--- config.mk ---
export PLATFORM = sky130hd
export DESIGN_NAME = alu_seq_calc
export DESIGN_NICKNAME = d
export VERILOG_FILES = /design/src/rtl/alu_pkg.sv /design/src/rtl/alu_exec_unit.sv /design/src/rtl/alu_seq_calc.sv
export SDC_FILE = /design/constraint.sdc
export NUM_CORES = 1
export LEC_CHECK = 0
export BUFFER_PORTS_ARGS = -buffer_cell sky130_fd_sc_hd__buf_2
export CAP_MARGIN = 0
export CELL_PAD_IN_SITES_DETAIL_PLACEMENT = 2
export CELL_PAD_IN_SITES_GLOBAL_PLACEMENT = 2
export CORE_MARGIN = 5
export CORE_UTILIZATION = 35
export CTS_CLUSTER_SIZE = 28
export DETAILED_ROUTE_END_ITERATION = 12
export PLACE_DENSITY = 0.72
export SYNTH_ARGS = -nofsm -noshare
export SYNTH_HDL_FRONTEND = slang
export SYNTH_SLANG_ARGS = --single-unit
--- constraint.sdc ---
create_clock -name clk -period 3.75 [get_ports clk]
set_input_delay 0 -clock clk [delete_from_list [all_inputs] [get_ports clk]]
set_output_delay 0 -clock clk [all_outputs]
set_load 0.01 [all_outputs]
--- src/rtl/alu_pkg.sv ---
// Shared definitions for the sequential ALU calculator: op codes, FSM states, widths.
package alu_pkg;

  localparam int DATA_W  = 8;
  localparam int SHAMT_W = $clog2(DATA_W);

  localparam logic [3:0] OP_ADD = 4'b0000;
  localparam logic [3:0] OP_SUB = 4'b0001;
  localparam logic [3:0] OP_AND = 4'b0010;
  localparam logic [3:0] OP_OR  = 4'b0011;
  localparam logic [3:0] OP_NOT = 4'b0100;
  localparam logic [3:0] OP_XOR = 4'b0101;
  localparam logic [3:0] OP_NOR = 4'b0110;
  localparam logic [3:0] OP_SHL = 4'b0111;
  localparam logic [3:0] OP_SHR = 4'b1000;
  localparam logic [3:0] OP_ASR = 4'b1001;
  localparam logic [3:0] OP_LDI = 4'b1111;

  typedef enum logic [1:0] {
    S_IDLE = 2'd0,
    S_READ = 2'd1,
    S_EXEC = 2'd2,
    S_WB   = 2'd3
  } state_t;

endpackage

--- src/rtl/alu_exec_unit.sv ---
// Combinational ALU: op/x/y/imm -> {carry, out}. Codes 1010-1110 produce zero.
module alu_exec_unit #(
  parameter int DATA_W = alu_pkg::DATA_W
) (
  input  logic [3:0]        op,
  input  logic [DATA_W-1:0] x,
  input  logic [DATA_W-1:0] y,
  input  logic [DATA_W-1:0] imm,
  output logic [DATA_W:0]   res
);
  import alu_pkg::*;

  localparam int SH_W = $clog2(DATA_W);

  always_comb begin
    res = '0;
    case (op)
      OP_ADD: res = {1'b0, x} + {1'b0, y};
      // Subtraction wraps in 9 bits, so the top bit is the borrow.
      OP_SUB: res = {1'b0, x} - {1'b0, y};
      OP_AND: res = {1'b0, x & y};
      OP_OR:  res = {1'b0, x | y};
      OP_NOT: res = {1'b0, ~x};
      OP_XOR: res = {1'b0, x ^ y};
      OP_NOR: res = {1'b0, ~(x | y)};
      OP_SHL: res = {1'b0, y} << x[SH_W-1:0];
      OP_SHR: res = {1'b0, y >> x[SH_W-1:0]};
      OP_ASR: res = {1'b0, x[DATA_W-1], x[DATA_W-1:1]};
      OP_LDI: res = {1'b0, imm};
      default: res = '0;
    endcase
  end

endmodule

--- src/rtl/alu_seq_calc.sv ---
// Multicycle register-file calculator (IDLE->READ->EXEC->WB) around alu_exec_unit.
// Optional out_zero result flag enabled by defining ALU_SEQ_ZERO_FLAG_EN.
module alu_seq_calc #(
  parameter int DATA_W = alu_pkg::DATA_W,
  parameter int REG_N  = 8,
  parameter int ADDR_W = $clog2(REG_N)
) (
  input  logic              clk,
  input  logic              rst,
  input  logic              in_valid,
  output logic              in_ready,
  input  logic [3:0]        op,
  input  logic [ADDR_W-1:0] src_a,
  input  logic [ADDR_W-1:0] src_b,
  input  logic [ADDR_W-1:0] dst,
  input  logic [DATA_W-1:0] imm,
  output logic              out_valid,
  output logic [DATA_W-1:0] out_data,
  output logic              out_carry
`ifdef ALU_SEQ_ZERO_FLAG_EN
  ,
  output logic              out_zero
`endif
);
  import alu_pkg::*;

  state_t state, state_nxt;

  logic [DATA_W-1:0] regs [REG_N];
  logic [3:0]        op_p0;
  logic [ADDR_W-1:0] src_a_p0, src_b_p0, dst_p0;
  logic [DATA_W-1:0] imm_p0;
  logic [DATA_W-1:0] x_p1, y_p1;
  logic [DATA_W:0]   alu_res;
  logic [DATA_W:0]   res_p2;

  // Register 0 reads as zero regardless of storage contents.
  function automatic logic [DATA_W-1:0] rd_reg(input logic [ADDR_W-1:0] addr,
                                                input logic [DATA_W-1:0] val);
    return (addr == '0) ? '0 : val;
  endfunction

  alu_exec_unit #(.DATA_W(DATA_W)) u_exec (
    .op  (op_p0),
    .x   (x_p1),
    .y   (y_p1),
    .imm (imm_p0),
    .res (alu_res)
  );

  assign in_ready = (state == S_IDLE);

  always_ff @(posedge clk) begin
    if (rst) state <= S_IDLE;
    else     state <= state_nxt;
  end

  always_comb begin
    state_nxt = state;
    case (state)
      S_IDLE:  if (in_valid) state_nxt = S_READ;
      S_READ:  state_nxt = S_EXEC;
      S_EXEC:  state_nxt = S_WB;
      S_WB:    state_nxt = S_IDLE;
      default: state_nxt = S_IDLE;
    endcase
  end

  always_ff @(posedge clk) begin
    if (rst) begin
      for (int i = 0; i < REG_N; i++) regs[i] <= '0;
      out_valid <= 1'b0;
      out_data  <= '0;
      out_carry <= 1'b0;
`ifdef ALU_SEQ_ZERO_FLAG_EN
      out_zero  <= 1'b0;
`endif
    end else begin
      // p0: request capture
      if (state == S_IDLE && in_valid) begin
        op_p0    <= op;
        src_a_p0 <= src_a;
        src_b_p0 <= src_b;
        dst_p0   <= dst;
        imm_p0   <= imm;
      end
      // p1: operand read
      if (state == S_READ) begin
        x_p1 <= rd_reg(src_a_p0, regs[src_a_p0]);
        y_p1 <= rd_reg(src_b_p0, regs[src_b_p0]);
      end
      // p2: execute
      if (state == S_EXEC) res_p2 <= alu_res;
      // writeback and result pulse
      out_valid <= (state == S_WB);
      if (state == S_WB) begin
        if (dst_p0 != '0) regs[dst_p0] <= res_p2[DATA_W-1:0];
        out_data  <= res_p2[DATA_W-1:0];
        out_carry <= res_p2[DATA_W];
`ifdef ALU_SEQ_ZERO_FLAG_EN
        out_zero  <= (res_p2[DATA_W-1:0] == '0);
`endif
      end
    end
  end

endmodule

Word-level counts from Yosys, hierarchy flattened
Memory sizes are Yosys's and may differ from the RTL's. A register that Yosys moved wholly into a read port is not among the register bits.
Cells that the tools add are included.
- memories: 1
- flip-flop bits (word level): 42
- bits in writable memories: 64
- input bits: 24
- logic and storage cells: 57
- memory list (memory ; depth ; width ; rd ports ; clocked after memory_dff ; write ports ; RTL line ; RTL):
    regs ; 8 ; 8 ; 2 ; 2 ; 8 ; alu_seq_calc.sv:29 ; logic [DATA_W-1:0] regs [REG_N];
- $add $sub $neg: 2
- shift-type cells: 2
- bitwise operators: 6
- muxes and demuxes: 12
- equal/unequal tests: 14
- reduce and logical (&&, ||, !) cells: 10
- operators with widths (kind ; count):
    $pmux W9 S11 ; 1
    $eq A4 B3 Y1 const B ; 4
    $not A8 Y8 ; 2
    $eq A4 B4 Y1 const B ; 3
    $add A8 B8 Y9 ; 1
    $shl A8 B3 Y9 ; 1
    $sub A8 B8 Y9 ; 1
    $and A8 B8 Y8 ; 1
    $eq A4 B2 Y1 const B ; 2
    $mux W8 ; 1
    $or A8 B8 Y8 ; 1
    $pmux W2 S4 ; 1
    $reduce_or A8 Y1 ; 1
    $shr A8 B3 Y8 ; 1
    $xor A8 B8 Y8 ; 1
    $mux W1 ; 7
    $logic_not A3 Y1 ; 2
    $reduce_and A2 Y1 ; 3
    $eq A2 B2 Y1 const B ; 2
    $eq A4 B1 Y1 const B ; 1
    $logic_not A4 Y1 ; 1
    $mux W3 ; 1
    $reduce_bool A3 Y1 ; 1
    $eq A2 B1 Y1 const B ; 1
    other kinds (5) ; 5

Depth between registers and ports, before layout
- word-level depth: 7
- depth in mapped cells: 12

Hierarchy
Synthesis repeated with hierarchy kept, for this count alone.
- cells, all modules: 650
- area, all modules: 7148.1 µm²
- by module, submodules not included (module ; times used ; cells each ; area an instance (µm²) ; sequential area each (µm²)):
    alu_seq_calc ; 1 ; 354 ; 5017.3 ; 3303.2
    alu_exec_unit ; 1 ; 296 ; 2130.8 ; 0.0

Worst setup path after synthesis
No wires, ideal clock.
- path type: reg2reg
- from: reg op_p0[2]
- to: reg res_p2[8], data pin
- arrival: 2414 ps
- path buffers: 1
- stages on the path, launching flop included: 11
- setup time: 264 ps
- data required time: 3486 ps
- slack: 1072 ps
- clock period less this slack: 2678 ps
- cell sequence: edfxtp_1 > nor2_1 > and2_1 > buf_2 > mux2i_1 > fa_1 > a211oi_1 > o21ai_0 > a31oi_1 > xnor2_1 > o22ai_1
- cells in the longest elaborated chain, start to end: 2
- ends and longest elaborated chain (element ; RTL line ; RTL):
    start: declaration ; alu_seq_calc.sv:30 ; logic [3:0] op_p0;
    start signal: assignment ; alu_seq_calc.sv:81 ; op_p0 <= op;
    $eq A4 B4 Y1, or another cell as far along ; alu_exec_unit.sv:17 ; case (op)
    $pmux W9 S11 * ; alu_exec_unit.sv:17 ;
    via alu_res[8] ; alu_seq_calc.sv:34 ; logic [DATA_W:0] alu_res;
    end signal: assignment ; alu_seq_calc.sv:93 ; if (state == S_EXEC) res_p2 <= alu_res;
    end: declaration ; alu_seq_calc.sv:35 ; logic [DATA_W:0] res_p2;
The timed path passes the listed nets; every way through them passes the cells marked *.
A chain may end at the register's enable or synchronous reset.

Worst setup path in the final report
- from: reg op_p0[1]
- to: reg res_p2[8], data pin
The elaborated chain is that of the path after synthesis.

==> metrics.txt <==
power density cells 555 nW/um2; largest net degree at the start of global routing 39; Worst VDD drop 324 uV; reg2reg setup slack 0.61 ns; Area Overhead vs Synth 17.3%; Root Buffer clkbuf_16; Starting Density 35.5%; clk slew on worst S/H paths 0.06 ns; Final period util 83.7%; Slowest Stage Delay on Critical Path 0.47 ns; min Tclk post-route 3.14 ns; RR Startpoint op_p0[1]; most frequent cells in the layout edfxtp_1, and2_1, nand2_1; crit-path cells nor2b_1 -> and2_1 -> mux2i_1 -> fa_1 -> a211oi_1 -> o21ai_0 -> a31oi_1 -> xnor2_1 -> o22ai_1; CTS tree done; Hold Violations, Final 0; Cell Rows 51; worst hold slack 0.293 ns; Setup Viol. Count Final 0; initial antenna violation count 0; DR vias 5,107; first-pass GRT wire length 35,900 um; Critical Path Source Type flip-flop; routability cong. 0.879; hold path endpoint dst_p0[1]; Seq pwr share 39.3%; hold path start dst[1]; post-CTS resize count 0; vias in the first global route 5,789; layout cells sized above 1 18.3%; max-cap violations 0; Worst Hold Class in2reg; syn_nets 666; Final nets 712; CTS Buf Count 17; achievable clock frequency 0.319 GHz; Critical Path AT 3.28 ns; RSZ-0062 raised after global routing no; Post-Syn Area per Cell 11.3 um2; share of the yosys chip area belonging to registers 48.2%; cells after synthesis 612; Clock Skews 0.00960 ns; H-tree depth 4; final wirelength 22,900 um; initial DRC count 357; number of synthesized flops with an enable pin 103; reg2reg path depth 9; worst-skew pair later-pin latency 0.42 ns; Port Buffers 34; DRC violations left 0; Horiz. Die Dim 151 um; DPL Wire Length 16,400 um; nature of the critical path endpoint flip-flop; Clk pwr share 36.0%; Die ar. 22,700 um2; CTS max path bufs 2; outcome completed; NetSw 1490 uW; routed len/inst 24.5 um; sw frac 33.0%; Ys Warns 0; Antenna Nets Post-Route 0; postcts setup bufs 0; I/O pins 35; Comb pwr share 24.8%; CTS sink cnt 115; CP max FO 8; GRT Resource Usage Total 21.3%; Synth async-reset ratio 0%; Crit Reg-Reg Endpoint res_p2[8]; ys flop type edfxtp_1; Slew Limit Fails 0; worst slew pin tran 1.28 ns; Cell Int Power 3010 uW; Die Height 151 um; Crit Path Category reg2reg; DRT Pass-1 Iters 4; most common cell after layout, fill and taps aside edfxtp_1; ant diodes 0; Hold Crit Depth 2; Critical-path top delay cell fa_1; library cells used by synthesis 72; vias per std cell 5.46; core area 19,500 um2; Max-slew headroom 14.5%; grt total ovfl 0; mapped cell area 6910 um2; Worst Path Required 3.89 ns; register bit count reported by yosys 115; Setup TNS 0 ns; Leak Pwr 0.00304 uW
stage by stage:
step	utilization, %	instances	power [uW]	setup slack (ns)	area [um2]
after global routing	41.7	936	4710	0.376	8110
after floorplan	-	612	2470	1.07	6910
after detailed placement	37.5	881	2880	0.616	7300
after global placement	37.5	881	2820	0.819	7300
after CTS	41.7	936	4520	0.592	8110
final	41.7	936	4500	0.612	8110
cells in the mapped netlist (6+ instances only):
cell	count	share of area, %
mux4_2	20	6.5
nand2b_1	10	0.90
edfxtp_1	103	45
nand3_1	8	0.58
ha_1	29	5.2
a21oi_1	23	1.7
clkbuf_1	14	0.76
xnor2_1	11	1.4
inv_1	22	1.2
a22oi_1	17	1.8
or2_2	6	0.54
mux2i_1	23	3.3
and2_1	59	5.3
mux2_2	17	2.8
nand2_1	43	2.3
nor2b_1	9	0.81
buf_2	17	1.2
nor2_1	38	2.1
nor3_1	7	0.51
dfxtp_1	12	3.5
o21ai_0	28	2.0
worst max-delay path: cells and delay by family, from the launching register on:
kind / cells / cell delay, ns
AO/OA/AOI/OAI: 4 / 0.96
multiplexers: 1 / 0.19
XOR/XNOR: 1 / 0.17
AND/OR/NAND/NOR: 2 / 0.68
flip-flops: 1 / 0.39
adder cells (fa/ha/maj): 1 / 0.47
layout make-up:
cell class	count	area [um2]
Sequential cell	115	3330
Clock inverter	14	151
Clock buffer	18	429
Timing Repair Buffer	69	490
Fill cell	2046	11400
Inverter	24	90.1
Multi-Input combinational cell	431	3280
Tap cell	265	332
how the worst max path moves through the flow:
stage / depth (start not counted) / startpoint / end / slack [ns]
floorplan: 10 / op_p0[2] / res_p2[8] / 1.07
finish: 9 / op_p0[1] / res_p2[8] / 0.61
global placement: 11 / y_p1[1] / res_p2[6] / 0.82
detailed placement: 9 / op_p0[1] / res_p2[8] / 0.62
global route: 9 / op_p0[1] / res_p2[8] / 0.38
CTS: 9 / op_p0[1] / res_p2[8] / 0.59
logic make-up (layout without fill, tap and decap cells):
kind of cell | after synthesis | count (layout) | synth area share, %
DFF | 115 | 115 | 48.2
other | 1 | 1 | 0.0542
buffers and inverters | 66 | 125 | 4.29
adders and majority gates | 30 | 30 | 5.54
and+or+nand+nor | 205 | 205 | 15.8
xor gates and xnor gates | 12 | 12 | 1.52
muxes | 60 | 60 | 12.6
AOI/OAI and AO/OA | 123 | 123 | 11.9
state kept, by name, indices dropped and copies added, names as in the netlist:
name	cells
src_a_p0	3
imm_p0	8
y_p1	8
op_p0	4
out_valid	1
state	2
x_p1	8
res_p2	9
out_data	8
dst_p0	3
out_carry	1
regs	57
src_b_p0	3
power by group through the flow:
stage               clock network, uW  registers [uW]  logic, uW
finish                           1620            1770       1110
global route                     1700            1790       1220
CTS                              1640            1770       1120
detailed placement                  0            1790       1090
global placement                    0            1780       1030
floorplan                           0            1650        821
what timing repair did:
item                                   4_1_cts  5_1_grt
setup endpoints to repair                    0        0
hold buffers                                23        0
endpoints found under the hold margin       31        0
layer usage:
| metal | share of wire (%) | up-vias | global-route usage (%) |
|---|---|---|---|
| li1 | - | 2357 | - |
| met1 | 42 | 2590 | 27.2 |
| met2 | 51 | 125 | 36.4 |
| met3 | 4.4 | 35 | 3.88 |
| met4 | 3.1 | 0 | 7.37 |
| met5 | 0 | - | 0 |
Power figures use the tool's default switching activity.
